==> config.mk <==
export PLATFORM = sky130hd
export DESIGN_NAME = hazard_stall_controller
export DESIGN_NICKNAME = d
export VERILOG_FILES = /design/src/rtl/hazard_stall_controller_pkg.sv /design/src/rtl/hazard_slot_pipe.sv /design/src/rtl/hazard_stall_controller.sv
export SDC_FILE = /design/constraint.sdc
export NUM_CORES = 1
export LEC_CHECK = 0
export CORE_MARGIN = 4
export CORE_UTILIZATION = 51
export DETAILED_ROUTE_END_ITERATION = 8
export PLACE_DENSITY_LB_ADDON = 0.08
export SLEW_MARGIN = 15
export SYNTH_ARGS = -nofsm -noshare
export SYNTH_HDL_FRONTEND = slang
export SYNTH_HIERARCHICAL = 1
export SYNTH_SLANG_ARGS = --single-unit
==> constraint.sdc <==
create_clock -name CLK -period 6.3 [get_ports CLK]
set_clock_uncertainty 0.15 [all_clocks]
set_input_delay 0.945 -clock CLK [delete_from_list [all_inputs] [get_ports CLK]]
set_output_delay 0.945 -clock CLK [all_outputs]
set_load 0.01 [all_outputs]
==> src/rtl/hazard_stall_controller_pkg.sv <==
// Purpose : shared types and constants for the pipeline hazard/stall controller.
// Latency : n/a (types only).
// Backpress: n/a.
package hazard_stall_controller_pkg;

  // Destination-register shadow of one in-flight pipeline stage.
  typedef struct packed {
    logic       valid;    // stage holds an instruction that writes dest
    logic [4:0] dest;     // destination register number
    logic       is_load;  // producer is a load (value only after MEM)
  } slot_t;

  // Multiply/divide unit occupancy.
  typedef enum logic {
    MD_IDLE = 1'b0,
    MD_BUSY = 1'b1
  } md_state_e;

  localparam logic [4:0] REG_ZERO = 5'd0;

  // A slot only creates a dependency on a real register it is writing.
  function automatic logic slot_match(slot_t s, logic [4:0] r);
    return s.valid && (s.dest == r) && (r != REG_ZERO);
  endfunction

endpackage

==> src/rtl/hazard_slot_pipe.sv <==
// Purpose : 3-entry shift of in-flight destination registers (EXE, MEM, WB) with rs/rt match.
// Latency : matches are combinational from the registered slots; slots advance one stage per cycle.
// Backpress: hold freezes all slots; bubble loads an invalid entry into EXE instead of the ID instruction.
//
// Ports:
//   clk, rst_n                 clock, synchronous active-low reset
//   hold, bubble               freeze all slots / insert an empty EXE slot
//   in_dest/in_reg_write/in_load  ID instruction entering EXE
//   rs/rt, uses_rs/uses_rt     ID operands to check against the slots
//   exe_hit, exe_is_load       a used operand matches the EXE slot; its producer kind
//   mem_hit, mem_is_load       same for the MEM slot
module hazard_slot_pipe
  import hazard_stall_controller_pkg::*;
(
  input  logic       clk,
  input  logic       rst_n,
  input  logic       hold,
  input  logic       bubble,
  input  logic [4:0] in_dest,
  input  logic       in_reg_write,
  input  logic       in_load,
  input  logic [4:0] rs,
  input  logic [4:0] rt,
  input  logic       uses_rs,
  input  logic       uses_rt,
  output logic       exe_hit,
  output logic       exe_is_load,
  output logic       mem_hit,
  output logic       mem_is_load
);

  slot_t exe_q, exe_d;
  slot_t mem_q, mem_d;
  slot_t wb_q,  wb_d;

  always_comb begin
    exe_d = exe_q;
    mem_d = mem_q;
    wb_d  = wb_q;
    if (!hold) begin
      wb_d  = mem_q;
      mem_d = exe_q;
      if (bubble) begin
        exe_d = '0;
      end else begin
        // Writes to $zero are architecturally discarded, so never track them.
        exe_d.valid   = in_reg_write && (in_dest != REG_ZERO);
        exe_d.dest    = in_dest;
        exe_d.is_load = in_load;
      end
    end
  end

  always_ff @(posedge clk) begin
    if (!rst_n) begin
      exe_q <= '0;
      mem_q <= '0;
      wb_q  <= '0;
    end else begin
      exe_q <= exe_d;
      mem_q <= mem_d;
      wb_q  <= wb_d;
    end
  end

  always_comb begin
    exe_hit     = (uses_rs && slot_match(exe_q, rs)) || (uses_rt && slot_match(exe_q, rt));
    mem_hit     = (uses_rs && slot_match(mem_q, rs)) || (uses_rt && slot_match(mem_q, rt));
    exe_is_load = exe_q.is_load;
    mem_is_load = mem_q.is_load;
  end

endmodule

==> src/rtl/hazard_stall_controller.sv <==
// Purpose : stall/bubble/flush/freeze sequencer for the 5-stage MIPS pipeline.
// Latency : all control outputs are combinational from ID inputs and registered hazard state.
// Backpress: mem_busy freezes everything; a stall holds PC/IF-ID and bubbles ID/EXE; flush only when not stalled.
//
// Ports:
//   CLK, RESET            clock, synchronous active-low reset
//   id_*                  decoded fields of the instruction currently in ID
//   mem_busy              data memory not ready
//   pc_enable, if_id_enable, id_exe_bubble, if_id_flush, pipe_freeze  pipeline controls
module hazard_stall_controller
  import hazard_stall_controller_pkg::*;
#(
  parameter int unsigned MULDIV_LATENCY = 4,
  parameter int unsigned CNT_W          = 4
) (
  input  logic       CLK,
  input  logic       RESET,
  input  logic [4:0] id_rs,
  input  logic [4:0] id_rt,
  input  logic       id_uses_rs,
  input  logic       id_uses_rt,
  input  logic [4:0] id_dest,
  input  logic       id_reg_write,
  input  logic       id_load,
  input  logic       id_needs_early,
  input  logic       id_branch_taken,
  input  logic       id_muldiv_start,
  input  logic       id_hilo_read,
  input  logic       mem_busy,
  output logic       pc_enable,
  output logic       if_id_enable,
  output logic       id_exe_bubble,
  output logic       if_id_flush,
  output logic       pipe_freeze
);

  localparam logic [CNT_W-1:0] LAT_CNT = CNT_W'(MULDIV_LATENCY);
  localparam logic [CNT_W-1:0] ONE_CNT = CNT_W'(1);

  logic exe_hit, exe_is_load, mem_hit, mem_is_load;
  logic load_use, early_haz, md_haz, stall;

  md_state_e        md_state_q, md_state_d;
  logic [CNT_W-1:0] md_cnt_q,   md_cnt_d;

  hazard_slot_pipe u_slot_pipe (
    .clk          (CLK),
    .rst_n        (RESET),
    .hold         (mem_busy),
    .bubble       (stall),
    .in_dest      (id_dest),
    .in_reg_write (id_reg_write),
    .in_load      (id_load),
    .rs           (id_rs),
    .rt           (id_rt),
    .uses_rs      (id_uses_rs),
    .uses_rt      (id_uses_rt),
    .exe_hit      (exe_hit),
    .exe_is_load  (exe_is_load),
    .mem_hit      (mem_hit),
    .mem_is_load  (mem_is_load)
  );

  // Hazard terms. Branch/JR operands are read in ID, so they cannot use the
  // EXE-stage forwarding path and wait for any EXE producer and for a load
  // still in MEM; ordinary consumers only wait for a load in EXE.
  always_comb begin
    load_use  = exe_hit && exe_is_load && !id_needs_early;
    early_haz = id_needs_early && (exe_hit || (mem_hit && mem_is_load));
    md_haz    = (id_hilo_read || id_muldiv_start) && (md_state_q == MD_BUSY);
    stall     = load_use || early_haz || md_haz;
  end

  // Mul/div occupancy: counts EXE cycles remaining, pausing while frozen.
  always_comb begin
    md_state_d = md_state_q;
    md_cnt_d   = md_cnt_q;
    case (md_state_q)
      MD_IDLE: begin
        if (id_muldiv_start && !stall && !mem_busy) begin
          md_state_d = MD_BUSY;
          md_cnt_d   = LAT_CNT;
        end
      end
      MD_BUSY: begin
        if (!mem_busy) begin
          if (md_cnt_q == ONE_CNT) begin
            md_state_d = MD_IDLE;
            md_cnt_d   = '0;
          end else begin
            md_cnt_d = md_cnt_q - ONE_CNT;
          end
        end
      end
      default: begin
        md_state_d = MD_IDLE;
        md_cnt_d   = '0;
      end
    endcase
  end

  always_ff @(posedge CLK) begin
    if (!RESET) begin
      md_state_q <= MD_IDLE;
      md_cnt_q   <= '0;
    end else begin
      md_state_q <= md_state_d;
      md_cnt_q   <= md_cnt_d;
    end
  end

  // Priority: memory freeze over stall, stall over flush. During reset the
  // front end is held and ID/EXE is filled with NOPs.
  always_comb begin
    pc_enable     = 1'b0;
    if_id_enable  = 1'b0;
    id_exe_bubble = 1'b1;
    if_id_flush   = 1'b0;
    pipe_freeze   = 1'b0;
    if (RESET) begin
      pipe_freeze   = mem_busy;
      pc_enable     = !mem_busy && !stall;
      if_id_enable  = !mem_busy && !stall;
      id_exe_bubble = !mem_busy && stall;
      if_id_flush   = !mem_busy && !stall && id_branch_taken;
    end
  end

endmodule

==> flow_metrics.env, run 1 <==
export IMPL_critical_path_top_delay_family="buffers and inverters"
export IMPL_wl_met2_mm=1.20
export IMPL_gr_total_overflow=0
export IMPL_yosys_area_top_type="dfxtp_1"
export IMPL_wl_mm=2.62
export IMPL_slowest_delay_ns=0.59
export IMPL_synth_top_family_by_area="simple AND/OR/NAND/NOR gates"
export IMPL_fin_util_pct=72.9
export IMPL_pwr_share_comb_pct=24.1
export IMPL_crit_top_cell="clkdlybuf4s50_1"
export IMPL_ios=31
export IMPL_crit_required_ns=5.20
export IMPL_critPathKind="in2out"
export IMPL_ant_nets=0
export IMPL_cts_repair_resized=0
export IMPL_synth_simple_gate_area_share_pct=24.4
export IMPL_synth_compound_area_share_pct=14.3
export IMPL_synth_fp_nets=156
export IMPL_highest_layer="met4"
export IMPL_synth_adder_area_share_pct=2.18
export IMPL_die_y_um=55.5
export IMPL_placed_area_sq_um=1460
export IMPL_mostFrequentLayoutCell="clkdlybuf4s50_1"
export IMPL_rsz0062_at_grt="no"
export IMPL_period_share_pct=69.9
export IMPL_seq_power_share_pct=52.8
export IMPL_critical_path_depth=8
export IMPL_peakVddDrop_v=0.000134
export IMPL_cp_num_buf_inv=2
export IMPL_path_clk_slew_ns=0.10
export IMPL_gp_congestion=0.780
export IMPL_reg2reg_depth=9
export IMPL_drt_initial_drc_count=12
export IMPL_fmax_mhz=227
export IMPL_grt_use_total_pct=17.5
export IMPL_yosysUniqueCellTypes=35
export IMPL_final_nets=187
export IMPL_area_delta_synth_final_pct=29.6
export IMPL_synth_seq_cells=19
export IMPL_drt_pass1_iter_count=4
export IMPL_seq_area_sq_um=380
export IMPL_dr_total_vias=1025
export IMPL_grt_max_degree=23
export IMPL_synth_top_area_share_pct=33.1
export IMPL_arrival_ns=3.31
export IMPL_startpoint_type="input pin"
export IMPL_vias_per_cell=5.54
export IMPL_final_max_slew_viol_count=0
export IMPL_internal_power_uw=185
export IMPL_seq_area_frac_synth_pct=33.1
export IMPL_crit_chain="clkdlybuf4s50_1, or4_4, o21ai_2, o22ai_1, o21ai_1, nand2_1, nor3_1, clkdlybuf4s50_1"
export IMPL_cap_viol_max_count=0
export IMPL_power_switching_uw=68.0
export IMPL_instances_no_fill=185
export IMPL_synthesis_area_sq_um=1150
export IMPL_slew_headroom_pct=38.8
export IMPL_ctsHoldBuffers=0
export IMPL_grt_antenna_before_repair=0
export IMPL_syn_area_per_cell_sq_um=8.97
export IMPL_setup_tns_ns=0
export IMPL_synthMuxAreaShare_pct=6.97
export IMPL_grt_pass1_vias=928
export IMPL_multi_input_area_sq_um=724
export IMPL_setup_violations=0
export IMPL_fin_crit_ns=4.40
export IMPL_clkSinkCount=19
export IMPL_cts_tree="built"
export IMPL_final_area_sq_um=1490
export IMPL_m1WireLength_mm=1.28
export IMPL_fp_dieW_um=55.5
export IMPL_hold_viol=0
export IMPL_dieArea_sq_um=3080
export IMPL_cpMaxStageDelayCell="clkdlybuf4s50_1"
export IMPL_synth_area_top_cells="dfxtp_1, xor2_1, nor2b_1"
export IMPL_p_leak_nw=0.599
export IMPL_synth_xor_area_share_pct=15.3
export IMPL_dp_cells=181
export IMPL_worstSetupEndpointType="primary output"
export IMPL_drive_above_1_share_pct=5.06
export IMPL_grt_first_pass_wirelength_mm=4.37
export IMPL_switching_share_pct=26.9
export IMPL_clk_latency_ns=0.29
export IMPL_hpwl_mm=2.02
export IMPL_outcome="finished, final reports clean"
export IMPL_syn_inst=128
export IMPL_worstMarginPinSlew_ns=0.915
export IMPL_yosys_warnings=6
export IMPL_pwr_share_clk_pct=23.1
export IMPL_htreeDepth=1
export IMPL_core_sq_um=2040
export IMPL_hp_class="reg2reg"
export IMPL_wl_per_cell_um=14.2
export IMPL_power_density_nw_per_um2=170
export IMPL_min_path_cells=2
export IMPL_root_buffer="clkbuf_4"
export IMPL_row_count=16
export IMPL_wl_met3_um=127
export IMPL_mostFrequentLayoutCells="clkdlybuf4s50_1, dfxtp_1, xor2_1"
export IMPL_post_cts_buffers=0
export IMPL_cts_buffers_inserted=3
export IMPL_port_buffers=30
export IMPL_num_fill_cells=167
export IMPL_cp_max_fo=4
export IMPL_cts_max_path_buffers=2
export IMPL_antenna_cells=0
export IMPL_start_util_pct=56.3
export IMPL_drcViolationCount=0
-- layer usage --
metal  GRT usage [%]  vias to the layer above
met5               0                        -
met4            6.25                        0
met3            4.43                        2
met2            26.2                       22
met1            24.2                      478
li1                -                      523
-- registers in the layout, indices dropped and copies added (netlist names) --
signal / count
u_slot_pipe/mem_is_load: 1
md_state_q: 1
u_slot_pipe/exe_q: 6
u_slot_pipe/exe_is_load: 1
md_cnt_q: 4
u_slot_pipe/mem_q: 6
-- area by class of cell --
| type | instances | area share [%] |
|---|---|---|
| repair buffers | 30 | 20.2 |
| flip-flops and latches | 19 | 25.5 |
| clock inverters | 1 | 0.336 |
| well taps | 27 | 2.27 |
| multi-input cells | 99 | 48.7 |
| clock buffers | 3 | 1.51 |
| inverters | 6 | 1.51 |
-- power by group through the flow --
stage	Combinational [mW]	Sequential, mW	Clock [mW]
finish	0.0609	0.133	0.0584
global route	0.0669	0.134	0.0666
CTS	0.0610	0.133	0.0612
detailed placement	0.0605	0.136	0
global placement	0.0589	0.136	0
floorplan	0.0329	0.134	0
-- logic make-up (layout without fill, tap and decap cells) --
logic type	count (synthesis)	count (layout)
compound gates	22	22
xor+xnor	20	20
fa+ha+maj	2	2
buf+inv	10	40
flops	19	19
mux	8	8
simple gates	47	47
-- cells in the mapped netlist --
| library cell | count |
|---|---|
| a21boi_1 | 1 |
| a21o_1 | 1 |
| a21oi_1 | 1 |
| a22oi_1 | 5 |
| a311oi_1 | 1 |
| a41oi_1 | 1 |
| and2b_1 | 1 |
| and3_4 | 1 |
| buf_2 | 2 |
| buf_4 | 1 |
| clkbuf_1 | 1 |
| dfxtp_1 | 19 |
| ha_1 | 2 |
| inv_1 | 6 |
| mux2i_1 | 8 |
| nand2_1 | 4 |
| nand2b_1 | 2 |
| nand3_1 | 9 |
| nor2_1 | 3 |
| nor2b_1 | 14 |
| nor3_1 | 2 |
| nor3b_1 | 2 |
| nor4_1 | 5 |
| o211ai_1 | 2 |
| o21ai_0 | 1 |
| o21ai_1 | 1 |
| o21ai_2 | 2 |
| o22ai_1 | 3 |
| o311a_1 | 1 |
| o32ai_1 | 2 |
| or2b_1 | 1 |
| or4_1 | 2 |
| or4_4 | 1 |
| xnor2_1 | 4 |
| xor2_1 | 16 |
-- final timing paths --
| check | from | end | slack [ns] |
|---|---|---|---|
| max | id_rt[1] | if_id_enable | 1.90 |
| min | md_cnt_q[2]$_SDFFE_PN0P_ | md_state_q$_SDFF_PN0_ | 0.36 |
| max reg2reg | u_slot_pipe/exe_q[3]$_SDFFE_PN0N_ | u_slot_pipe/exe_q[1]$_SDFFE_PN0N_ | 4.11 |
| min reg2reg | md_cnt_q[2]$_SDFFE_PN0P_ | md_state_q$_SDFF_PN0_ | 0.36 |
-- worst min-delay path, cell delays in order, from the launching register on --
cell	delay [ns]
dfxtp_1	0.35
inv_1	0.06
a311oi_1	0.06
-- through the flow --
| step | setup WS (ns) | hold slack (ns) | power [mW] |
|---|---|---|---|
| 2_1_floorplan | 2.73 | 0.320 | 0.167 |
| 3_3_place_gp | 1.94 | 0.348 | 0.195 |
| 3_5_place_dp | 1.89 | 0.350 | 0.196 |
| 4_1_cts | 1.87 | 0.366 | 0.255 |
| 5_1_grt | 1.68 | 0.395 | 0.268 |
| 6_report | 1.90 | 0.365 | 0.253 |
No activity file was read; power rests on OpenSTA's default activity.
==> inputs of run 2 (changes only) <==
--- a/config.mk
+++ b/config.mk
@@ -6,7 +6,7 @@
 export NUM_CORES = 1
 export LEC_CHECK = 0
 export CORE_MARGIN = 4
-export CORE_UTILIZATION = 51
+export CORE_UTILIZATION = 43
 export DETAILED_ROUTE_END_ITERATION = 8
 export PLACE_DENSITY_LB_ADDON = 0.08
 export SLEW_MARGIN = 15
==> constraint.sdc (replaced) <==
create_clock -name CLK -period 3.6 [get_ports CLK]
set_clock_uncertainty 0.15 [all_clocks]
set_input_delay 0.54 -clock CLK [delete_from_list [all_inputs] [get_ports CLK]]
set_output_delay 0.54 -clock CLK [all_outputs]
set_load 0.01 [all_outputs]
==> run 2 against run 1 <==
Effect of this change:
- sequential power is 76% higher
- cell area up 7.5%
- hold slack improved by 0.0036 ns
- first-iteration DRC count grew to 3.6 times the previous value
- clock power is 87% higher
- routed wire length is 7.4% higher
- sequential cell count did not move
- setup slack got worse by 1.7 ns
- non-clock buffer count rose by 9
- critical path depth is 1 higher
==> flow_metrics.env, run 2 (synthesis gave the netlist of run 1 again) <==
export IMPL_path_clk_slew_ns=0.11
export IMPL_root_buffer="clkbuf_4"
export IMPL_setup_tns_ns=0
export IMPL_min_from="md_cnt_q[1]$_SDFFE_PN0P_"
export IMPL_wl_per_cell_um=14.3
export IMPL_start_util_pct=45.5
export IMPL_startpoint_type="input pin"
export IMPL_ant_nets=0
export IMPL_cts_repair_resized=0
export IMPL_gp_congestion=0.824
export IMPL_slew_headroom_pct=75.7
export IMPL_timing_final_ws_setup_ns=0.156
export IMPL_reg_largest_list="u_slot_pipe/exe_q: 6 flops, u_slot_pipe/mem_q: 6 flops, md_cnt_q: 4 flops"
export IMPL_placed_area_sq_um=1530
export IMPL_grt_max_degree=21
export IMPL_crit_required_ns=2.91
export IMPL_final_nets=196
export IMPL_fin_util_pct=63.4
export IMPL_grt_use_total_pct=16.5
export IMPL_hp_class="reg2reg"
export IMPL_row_count=18
export IMPL_timing_rr_start="u_slot_pipe/exe_q[3]$_SDFFE_PN0N_"
export IMPL_cts_tree="built"
export IMPL_dr_total_vias=1060
export IMPL_fin_crit_ns=3.44
export IMPL_ios=31
export IMPL_grt_antenna_before_repair=0
export IMPL_setup_violations=0
export IMPL_wl_mm=2.82
export IMPL_antenna_cells=0
export IMPL_final_area_sq_um=1600
export IMPL_period_share_pct=95.7
export IMPL_port_buffers=30
export IMPL_worstMarginPinSlew_ns=0.363
export IMPL_post_cts_buffers=0
export IMPL_ctsHoldBuffers=0
export IMPL_grt_pass1_vias=953
export IMPL_critPathKind="in2out"
export IMPL_clkSinkCount=19
export IMPL_fmax_mhz=290
export IMPL_min_path_cells=2
export IMPL_core_sq_um=2520
export IMPL_drt_initial_drc_count=43
export IMPL_dieArea_sq_um=3560
export IMPL_grt_first_pass_wirelength_mm=4.40
export IMPL_place_ws_ns=0.0285
export IMPL_cts_max_path_buffers=2
export IMPL_gr_total_overflow=0
export IMPL_drt_pass1_iter_count=4
export IMPL_outcome="finished, final reports clean"
export IMPL_die_y_um=59.7
export IMPL_htreeDepth=1
export IMPL_rsz0062_at_grt="no"
export IMPL_mostFrequentLayoutCell="clkdlybuf4s50_1"
export IMPL_rrSetupSlack_ns=1.45
export IMPL_area_delta_synth_final_pct=39.3
export IMPL_cap_viol_max_count=0
export IMPL_hpwl_mm=2.15
export IMPL_drive_above_1_share_pct=13.8
export IMPL_clk_latency_ns=0.30
export IMPL_hold_end="md_cnt_q[1]$_SDFFE_PN0P_"
export IMPL_power_density_nw_per_um2=288
export IMPL_worstReg2RegEnd="u_slot_pipe/exe_q[6]$_SDFFE_PN0N_"
export IMPL_reg2reg_depth=10
export IMPL_final_max_slew_viol_count=0
export IMPL_worstSetupEndpointType="primary output"
export IMPL_arrival_ns=2.75
export IMPL_mostFrequentLayoutCells="clkdlybuf4s50_1, dfxtp_1, xor2_1"
export IMPL_p_leak_nw=0.694
export IMPL_cts_buffers_inserted=3
export IMPL_cp_max_fo=4
export IMPL_hold_viol=0
export IMPL_setup_worst_path_start="id_rt[0]"
export IMPL_drcViolationCount=0
export IMPL_vias_per_cell=5.38
export IMPL_whs_ns=0.369
export IMPL_peakVddDrop_v=0.000205
export IMPL_fp_dieW_um=59.7
==> run 2: changes by cell type in the layout (fill, tap and decap cells not counted), moves of 2 or more <==
cell,previous run,this run
nor4_1,5,3
clkdlybuf4s50_1,30,27
dlymetal6s2s_1,0,3
buf_4,0,9
nor4_2,0,2
==> run 2: worst max-delay path, cell delays in order <==
cell and delay, ns:
clkdlybuf4s50_1 0.49, xor2_1 0.18, nor4_1 0.30, nand3_1 0.12
o22ai_1 0.20, nand3_2 0.13, nand3_1 0.13, a21o_1 0.13
clkdlybuf4s50_1 0.53
==> run 2: layer usage <==
layer	global-route usage, %	routed length (um)	share of wire (%)	vias up
li1	-	-	-	539
met1	23.1	1300	46	487
met2	24.4	1270	45	29
met3	2.81	197	7.0	5
met4	7.59	55	2.0	0
met5	0	0	0	-
==> run 2: how the worst max path moves through the flow <==
stage	endpoint	cells after the start	slack, ns
2_1_floorplan	pc_enable	7	0.84
3_3_place_gp	if_id_flush	8	0.11
3_5_place_dp	if_id_flush	8	0.03
4_1_cts	if_id_flush	8	0.03
5_1_grt	id_exe_bubble	10	0.004
6_report	id_exe_bubble	9	0.16
==> run 2: cell type report <==
| class | count | area, sq um |
|---|---|---|
| well taps | 30 | 37.5 |
| inverters | 6 | 22.5 |
| multi-input cells | 99 | 757 |
| repair buffers | 39 | 375 |
| clock inverters | 1 | 5.00 |
| flip-flops and latches | 19 | 380 |
| clock buffers | 3 | 22.5 |
| fillers | 228 | 922 |
==> run 2: report_power, final <==
group          switching [mW]  internal (mW)  leakage [nW]
clock                  0.0674         0.0415        0.0177
combinational          0.0492         0.0679         0.521
sequential             0.0133          0.221         0.155
==> run 2: through the flow <==
stage | power [mW] | cells
2_1_floorplan | 0.292 | 128
3_3_place_gp | 0.348 | 193
3_5_place_dp | 0.352 | 193
4_1_cts | 0.462 | 197
5_1_grt | 0.484 | 197
6_report | 0.460 | 197
